[src/rtl/rsa_pkg.sv]
// Shared RSA front-end types: packer state encoding and default widths.
// Also used by the FME side.
package rsa_pkg;
  localparam int KEY_W_DEF  = 32;
  localparam int BYTE_W_DEF = 8;

  typedef enum logic [1:0] {IDLE, SIZING, PACK, ISSUE} state_t;
endpackage

[src/rtl/rsa_bitlen.sv]
// Bit-length sizer: shifts a copy of the modulus right one bit per cycle and
// counts until it reaches zero. done marks the cycle the copy reaches zero.
module rsa_bitlen #(
  parameter int KEY_W = 32,
  parameter int LEN_W = $clog2(KEY_W+1)
) (
  input  logic             clk,
  input  logic             rst,
  input  logic             load,
  input  logic [KEY_W-1:0] key,
  output logic [LEN_W-1:0] n_len,
  output logic             done
);
  logic [KEY_W-1:0] key_buf;
  logic             run;

  always_ff @(posedge clk) begin
    if (!rst) begin
      key_buf <= '0;
      n_len   <= '0;
      run     <= 1'b0;
    end else if (load) begin
      key_buf <= key;
      n_len   <= '0;
      run     <= 1'b1;
    end else if (run) begin
      if (key_buf != '0) begin
        n_len   <= n_len + LEN_W'(1);
        key_buf <= key_buf >> 1;
      end else begin
        run <= 1'b0;
      end
    end
  end

  assign done = run && (key_buf == '0);
endmodule

[src/rtl/rsa_block_packer.sv]
// RSA input stage: sizes modulus n, then packs bytes LSB-first into (L-1)-bit
// blocks with valid/ready hand-off. Define RSA_BLK_CNT_EN to add blk_cnt.
module rsa_block_packer
  import rsa_pkg::*;
#(
  parameter int KEY_W  = KEY_W_DEF,
  parameter int BYTE_W = BYTE_W_DEF,
  parameter int LEN_W  = $clog2(KEY_W+1)
) (
  input  logic              clk,
  input  logic              rst,
  input  logic              start,
  input  logic [KEY_W-1:0]  n_key,
  input  logic              byte_valid,
  input  logic [BYTE_W-1:0] byte_data,
  output logic              byte_ack,
  input  logic              eom,
  output logic [LEN_W-1:0]  n_len_out,
  output logic              sized,
  output logic              key_err,
  output logic              blk_valid,
  output logic [KEY_W-1:0]  blk_data,
  output logic              blk_last,
  input  logic              blk_ready,
  output logic              busy
`ifdef RSA_BLK_CNT_EN
  ,
  output logic [15:0]       blk_cnt
`endif
);
  localparam int IDX_W = (BYTE_W > 1) ? $clog2(BYTE_W) : 1;

  state_t            state, state_nx;
  logic [LEN_W-1:0]  n_len, blk_b, bit_cnt, cnt_inc, sh_amt;
  logic              done;
  logic [KEY_W-1:0]  shreg;
  logic [BYTE_W-1:0] byte_buf;
  logic [IDX_W-1:0]  byte_idx;
  logic              buf_full, eom_pend, last_q;
  logic              eom_now, take, flush, shift_en, shift_bit;

  rsa_bitlen #(.KEY_W(KEY_W), .LEN_W(LEN_W)) u_bitlen (
    .clk  (clk),
    .rst  (rst),
    .load (start && (state == IDLE)),
    .key  (n_key),
    .n_len(n_len),
    .done (done)
  );

  assign n_len_out = n_len;
  assign blk_b     = n_len - LEN_W'(1);
  assign cnt_inc   = bit_cnt + LEN_W'(1);
  // Top bit_cnt positions of shreg hold the block; shifting by KEY_W-bit_cnt
  // right-aligns it and zero-fills everything above.
  assign sh_amt    = LEN_W'(KEY_W) - bit_cnt;

  always_comb begin
    state_nx  = state;
    eom_now   = eom_pend | eom;
    take      = (state == PACK) && !buf_full && byte_valid && !eom_now;
    flush     = (state == PACK) && !buf_full && eom_now;
    shift_en  = take || ((state == PACK) && buf_full);
    shift_bit = take ? byte_data[0] : byte_buf[byte_idx];
    byte_ack  = take;
    sized     = (state == SIZING) && done && (n_len >= LEN_W'(2));
    key_err   = (state == SIZING) && done && (n_len <  LEN_W'(2));
    busy      = (state != IDLE);
    blk_valid = (state == ISSUE);
    blk_last  = (state == ISSUE) && last_q;
    blk_data  = (state == ISSUE) ? (shreg >> sh_amt) : '0;
    case (state)
      IDLE:   if (start) state_nx = SIZING;
      SIZING: if (done) state_nx = (n_len >= LEN_W'(2)) ? PACK : IDLE;
      PACK:   if (flush || (shift_en && cnt_inc == blk_b)) state_nx = ISSUE;
      ISSUE:  if (blk_ready) state_nx = last_q ? IDLE : PACK;
      default: state_nx = IDLE;
    endcase
  end

  always_ff @(posedge clk) begin
    if (!rst) begin
      state    <= IDLE;
      bit_cnt  <= '0;
      shreg    <= '0;
      byte_buf <= '0;
      byte_idx <= '0;
      buf_full <= 1'b0;
      eom_pend <= 1'b0;
      last_q   <= 1'b0;
    end else begin
      state <= state_nx;
      if (state == IDLE) eom_pend <= 1'b0;
      else if (eom)      eom_pend <= 1'b1;
      case (state)
        IDLE: last_q <= 1'b0;
        SIZING:
          if (done) begin
            bit_cnt  <= '0;
            byte_idx <= '0;
            buf_full <= 1'b0;
            shreg    <= '0;
          end
        PACK:
          if (flush) begin
            last_q   <= 1'b1;
            eom_pend <= 1'b0;
          end else if (shift_en) begin
            shreg   <= {shift_bit, shreg[KEY_W-1:1]};
            bit_cnt <= cnt_inc;
            if (take) begin
              byte_buf <= byte_data;
              byte_idx <= IDX_W'(1);
              buf_full <= (BYTE_W > 1);
            end else begin
              byte_idx <= byte_idx + IDX_W'(1);
              if (byte_idx == IDX_W'(BYTE_W-1)) buf_full <= 1'b0;
            end
          end
        ISSUE: if (blk_ready) bit_cnt <= '0;
        default: ;
      endcase
    end
  end

`ifdef RSA_BLK_CNT_EN
  always_ff @(posedge clk) begin
    if (!rst)
      blk_cnt <= '0;
    else if (state == IDLE && start)
      blk_cnt <= '0;
    else if (state == ISSUE && blk_ready && blk_cnt != 16'hFFFF)
      blk_cnt <= blk_cnt + 16'd1;
  end
`endif
endmodule
[config.mk]
export PLATFORM = sky130hd
export DESIGN_NAME = rsa_block_packer
export DESIGN_NICKNAME = d
export VERILOG_FILES = /design/src/rtl/rsa_pkg.sv /design/src/rtl/rsa_bitlen.sv /design/src/rtl/rsa_block_packer.sv
export SDC_FILE = /design/constraint.sdc
export NUM_CORES = 1
export LEC_CHECK = 0
export ABC_CLOCK_PERIOD_IN_PS = 4000
export CAP_MARGIN = 20
export CORE_AREA = 2 2 144 146
export CTS_CLUSTER_DIAMETER = 60
export DETAILED_ROUTE_END_ITERATION = 10
export DIE_AREA = 0 0 146 148
export GPL_TIMING_DRIVEN = 0
export SLEW_MARGIN = 15
export SYNTH_ARGS = -nofsm -noshare
export SYNTH_HDL_FRONTEND = slang
export SYNTH_SLANG_ARGS = --single-unit
[constraint.sdc]
create_clock -name clk -period 4 [get_ports clk]
set_input_delay 0.8 -clock clk [delete_from_list [all_inputs] [get_ports clk]]
set_output_delay 0.8 -clock clk [all_outputs]
set_load 0.01 [all_outputs]
# [Word-level counts from Yosys, hierarchy flattened]
# Cells that the tools add are included.
[classes] add_sub_neg=5 n_lt_le_gt_ge=3 eq_ne=13 shift=1 n_mux=43 bitwise=3 reduce_logical=34
[op_table] operator="$mux 32" count=7
[op_table] operator="$pmux 32 s2" count=1
[op_table] operator="$logic_not 32->1" count=1
[op_table] operator="$reduce_bool 32->1" count=1
[op_table] operator="$shr 32x6->32" count=1
[op_table] operator="$mux 6" count=4
[op_table] operator="$pmux 6 s3" count=1
[op_table] operator="$mux 1" count=15
[op_table] operator="$add 6x1->6 const B" count=2
[op_table] operator="$logic_and 1x1->1" count=12
[op_table] operator="$mux 2" count=6
[op_table] operator="$mux 3" count=4
[op_table] operator="$reduce_and 4->1" count=3
[op_table] operator="$ne 2x2->1 const B" count=5
[op_table] operator="$reduce_and 5->1" count=2
[op_table] operator="$reduce_bool 2->1" count=5
[op_table] operator="$pmux 2 s4" count=1
[op_table] operator="$eq 6x6->1" count=1
[op_table] operator="$ge 6x2->1 const B" count=1
[op_table] operator="$lt 6x2->1 const B" count=1
[op_table] operator="$pmux 3 s2" count=1
[op_table] operator="$reduce_and 2->1" count=3
[op_table] operator="$sub 6x1->6 const B" count=1
[op_table] operator="$sub 6x6->6 const A" count=1
[op_table] operator="other kinds (16)" count=22
[totals] reg_bits=93 in_bits=46 out_inout_bits=44 wordCells=113

# [Logic depth before layout (Yosys ltp)]
[depth] depth_word=9 depth_mapped=12 mapped_depth_nobuf=9

# [Cells and area by module]
# From an unflattened synthesis, not the netlist that was laid out.
[unflattened] hier_cells=730 hier_area_um2=6229.7
[modules_own_cells] mod="rsa_block_packer" instances=1 cells_per_inst=500 area_each_um2=4299.1
[modules_own_cells] mod="rsa_bitlen" instances=1 cells_per_inst=230 area_each_um2=1930.6

# [Least setup slack after synthesis]
# Ideal clock, no wire load.
[synth_timing] kind="register -> output" startpoint="register bit_cnt[0]" endpoint="output blk_data[14]" arrival_ps=2660 t_required_ps=3200 slack_ps=540 path_stages_with_launch=13 path_buffers=5 path_cell_list="dfxtp_1 -> buf_6 -> buf_4 -> clkinv_1 -> ha_1 -> clkbuf_1 -> buf_2 -> buf_2 -> mux4_2 -> nand2_1 -> nand2_1 -> o21ai_0 -> o22ai_2"
[synth_between] elab_chain_cells=3
[synth_rtl] item="start: declaration" line_no="rsa_block_packer.sv:34" rtl="logic [LEN_W-1:0] n_len, blk_b, bit_cnt, cnt_inc, sh_amt;"
[synth_rtl] item="start signal: assignment" line_no="rsa_block_packer.sv:110" rtl="bit_cnt <= cnt_inc;"
[synth_rtl] item="$sub 6x6->6" line_no="rsa_block_packer.sv:56" rtl="assign sh_amt = LEN_W'(KEY_W) - bit_cnt;"
[synth_rtl] item="$shr 32x6->32" line_no="rsa_block_packer.sv:71" rtl="blk_data = (state == ISSUE) ? (shreg >> sh_amt) : '0;"
[synth_rtl] item="$mux 32" line_no="rsa_block_packer.sv:71"
[synth_rtl] item="end: declaration" line_no="rsa_block_packer.sv:22" rtl="output logic [KEY_W-1:0] blk_data,"
# No other way between the ends.

# [Worst setup path in the final report]
[layout_timing] startpoint="register bit_cnt[0]" endpoint="output blk_data[30]"
# Same word-level chain as after synthesis.

==> results.json <==
{
  "clock_latency_ps": 350,
  "grt_use_total": 0.149,
  "io_pins": 90,
  "rrSetupSlack_ps": 1350,
  "postSynth.asyncResetShare": 0,
  "endpoint": "blk_data[30]",
  "antenna_found_initial": 0,
  "total_power_mw": 2.11,
  "critPathArrivalTime_ps": 3070,
  "timing.final.crit_share": 0.968,
  "dp_hpwl_um": 12500,
  "p_leak_nw": 3.07,
  "cp-start-kind": "flip-flop",
  "grt_max_degree": 17,
  "r2r-end": "shreg[20]",
  "drive_gt1_frac": 0.134,
  "grt_pass1_vias": 5232,
  "avgSynthCellArea_um2": 8.55,
  "cp-end-kind": "output port",
  "seqPwrFrac": 0.476,
  "worst_slew_pin_slew_ps": 897,
  "nNetsFinal": 850,
  "num-fill-cells": 2092,
  "clkTransAtPathRegs_ps": 70,
  "vias": 5292,
  "post-synth-top-count-cell": "nand2_1",
  "hp-class": "flip-flop to flip-flop",
  "internal-power_mw": 1.55,
  "setup_violations": 0,
  "critPathKind": "flip-flop to output port",
  "cts_buffer_depth": 2,
  "power_density_mw_per_mm2": 277,
  "io_buffers": 88,
  "startpoint": "bit_cnt[0]",
  "synthTopCellsByCount": "nand2_1, dfxtp_1, mux2i_1, o22ai_1, nor2_1",
  "ys.flop_type": "dfxtp_1",
  "max_freq_mhz": 258,
  "antenna_cells": 0,
  "synth_edf_count": 0,
  "rows": 52,
  "syn_inst": 691,
  "cts_sinks": 93,
  "wl_per_cell_um": 15.1,
  "synth_top_area_frac": 0.315,
  "die_h_um": 148,
  "skew_ps": 6.78,
  "switching_share": 0.266,
  "cts_tree": "built",
  "slew_violations": 0,
  "fp.dieW_um": 146,
  "r2r_start": "u_bitlen.key_buf[26]",
  "die-area_mm2": 0.0216,
  "placed_area_mm2": 0.00713,
  "ir_worst_vdd_mv": 0.247,
  "dr.pass1.iters": 4,
  "cap_viol_max_count": 0,
  "syn_to_final_growth_pct": 28.8,
  "start_util": 0.295,
  "setup_slack_ps": 129,
  "drt_wl_total_um": 16100,
  "status": "complete, no violations",
  "synth_top_cell_by_area": "dfxtp_1",
  "gp_congestion": 0.950,
  "dp.cells": 1049,
  "netlist_area_mm2": 0.00591,
  "power.switching_uw": 562,
  "core_mm2": 0.0200,
  "ys_ff_latch": 93,
  "drc": 0,
  "layout.cells.non_filler": 1068,
  "cts_buffers": 9,
  "critPathMaxFanout": 10,
  "final_area_mm2": 0.00761,
  "cts.htree.levels": 3,
  "reg2reg_depth": 6,
  "p_comb_frac": 0.143,
  "synth.distinct_cells": 55,
  "hold_viol": 0,
  "post-place-ws_ps": -453,
  "period_needed_ps": 3870,
  "avgViaCountPerCell": 4.96,
  "ys_seq_area_frac": 0.315,
  "ant_nets": 0,
  "ys_warn_count": 0,
  "regArea_mm2": 0.00186,
  "multi_input_area_mm2": 0.00386,
  "synth_area_leaders": "dfxtp_1, mux4_2, nand2_1",
  "gr-total-overflow": 0,
  "syn-num-nets": 748,
  "cts-root-buf": "clkbuf_16",
  "relSlewSlack": 0.401,
  "drtIter0Drc": 185,
  "crit_required_ps": 3200,
  "pwr-share-clk": 0.381,
  "grt_first_pass_wirelength_um": 26500
}
## how the worst min path moves through the flow
stage                     slack, ps           to         from  cells past startpoint
after CTS                       470  byte_buf[5]  byte_buf[5]                      2
after detailed placement        460  byte_buf[5]  byte_buf[5]                      2
after floorplan                 440  byte_buf[2]  byte_buf[2]                      2
after global placement          450  byte_buf[0]  byte_buf[0]                      2
after global routing            480  byte_buf[1]  byte_buf[1]                      2
final                           460  byte_buf[5]  byte_buf[5]                      2
## flip-flops by register name, indices dropped and copies added (netlist names), 2 cells and up
name / cells
u_bitlen.n_len: 6
byte_idx: 3
shreg: 32
bit_cnt: 6
state: 2
u_bitlen.key_buf: 32
byte_buf: 8
## power by group through the flow
stage               logic [mW]  clock network [mW]  registers (mW)
CTS                      0.305               0.824            1.01
global route             0.337               0.864            1.01
detailed placement       0.304                   0            1.03
finish                   0.302               0.805            1.01
floorplan                0.205                   0            1.02
global placement         0.303                   0            1.03
## layout make-up
cell class | instances | share of cell area
clock inverter | 6 | 0.00608
timing repair buffer | 92 | 0.122
tap | 270 | 0.0444
clock buffer | 10 | 0.0301
multi-input combinational | 528 | 0.507
sequential | 93 | 0.245
buffer | 56 | 0.0383
inverter | 13 | 0.00707
## layout by cell type (no fill, tap or decap), types with 3 or more instances in the layout
master           netlist  routed
nand2_1              160     160
dfxtp_1               93      93
clkdlybuf4s50_1        0      78
mux2i_1               53      49
o22ai_1               44      44
nor2_1                40      40
clkbuf_1              38      30
mux4_2                28      28
o211a_1               26      26
a21oi_1               27      21
buf_2                 12      12
xnor2_1               13      12
a21boi_0              12      12
inv_1                 11      11
nand3_1               11      11
nor3_1                11      11
o21ai_0               12      11
ha_1                  11      10
clkbuf_16              0       9
nor4_1                 8       8
dlymetal6s2s_1         0       8
clkbuf_2               0       7
o21a_1                 7       7
a211oi_1               7       7
xor2_1                 8       6
buf_4                  2       6
a21oi_2                0       6
nor2b_1                5       5
nand4_1                5       5
buf_6                  2       4
o22ai_2                4       4
and2_1                 3       3
inv_6                  0       3
## per-stage QoR
step | utilization | setup TNS, ps | hold slack, ps
5_1_grt | 0.380 | -21.2 | 482
4_1_cts | 0.374 | 0 | 467
2_1_floorplan | - | 0 | 440
3_3_place_gp | 0.356 | -8280 | 450
3_5_place_dp | 0.356 | -8120 | 458
6_report | 0.380 | 0 | 463
## cell families after synthesis
family,synth area share
xor gates and xnor gates,0.0311
adders and majority gates,0.0233
muxes,0.200
DFF,0.315
AOI/OAI and AO/OA,0.181
and+or+nand+nor,0.198
buffers and inverters,0.0508
## critical path, cell delays in order, from the launching register on
cell and delay (ps):
dfxtp_1 320, buf_6 140, buf_12 150, clkinv_4 80, ha_4 190, nor3b_4 230
xor2_2 170, nand4_1 200, or2_1 290, buf_2 170, nor3_1 210, clkdlybuf4s50_1 570
## layer usage
metal,part of all wire,GRT usage,routed length (um),up-vias
met1,0.47,0.196,7560,2449
met5,0,0,0,-
met4,0.017,0.0413,270,0
li1,-,-,-,2697
met2,0.47,0.256,7540,125
met3,0.045,0.0247,723,21
## what timing repair did
| item | 4_1_cts | 5_1_grt |
|---|---|---|
| setup endpoints to repair | 32 | 22 |
| cloned | 0 | 0 |
| buffers inserted | 1 | 3 |
| gates resized for setup | 28 | 32 |
| pin swaps | 1 | 2 |
| hold buffers | 0 | 0 |
| hold endpoints to repair | 0 | 0 |
Power figures use the tool's default switching activity.
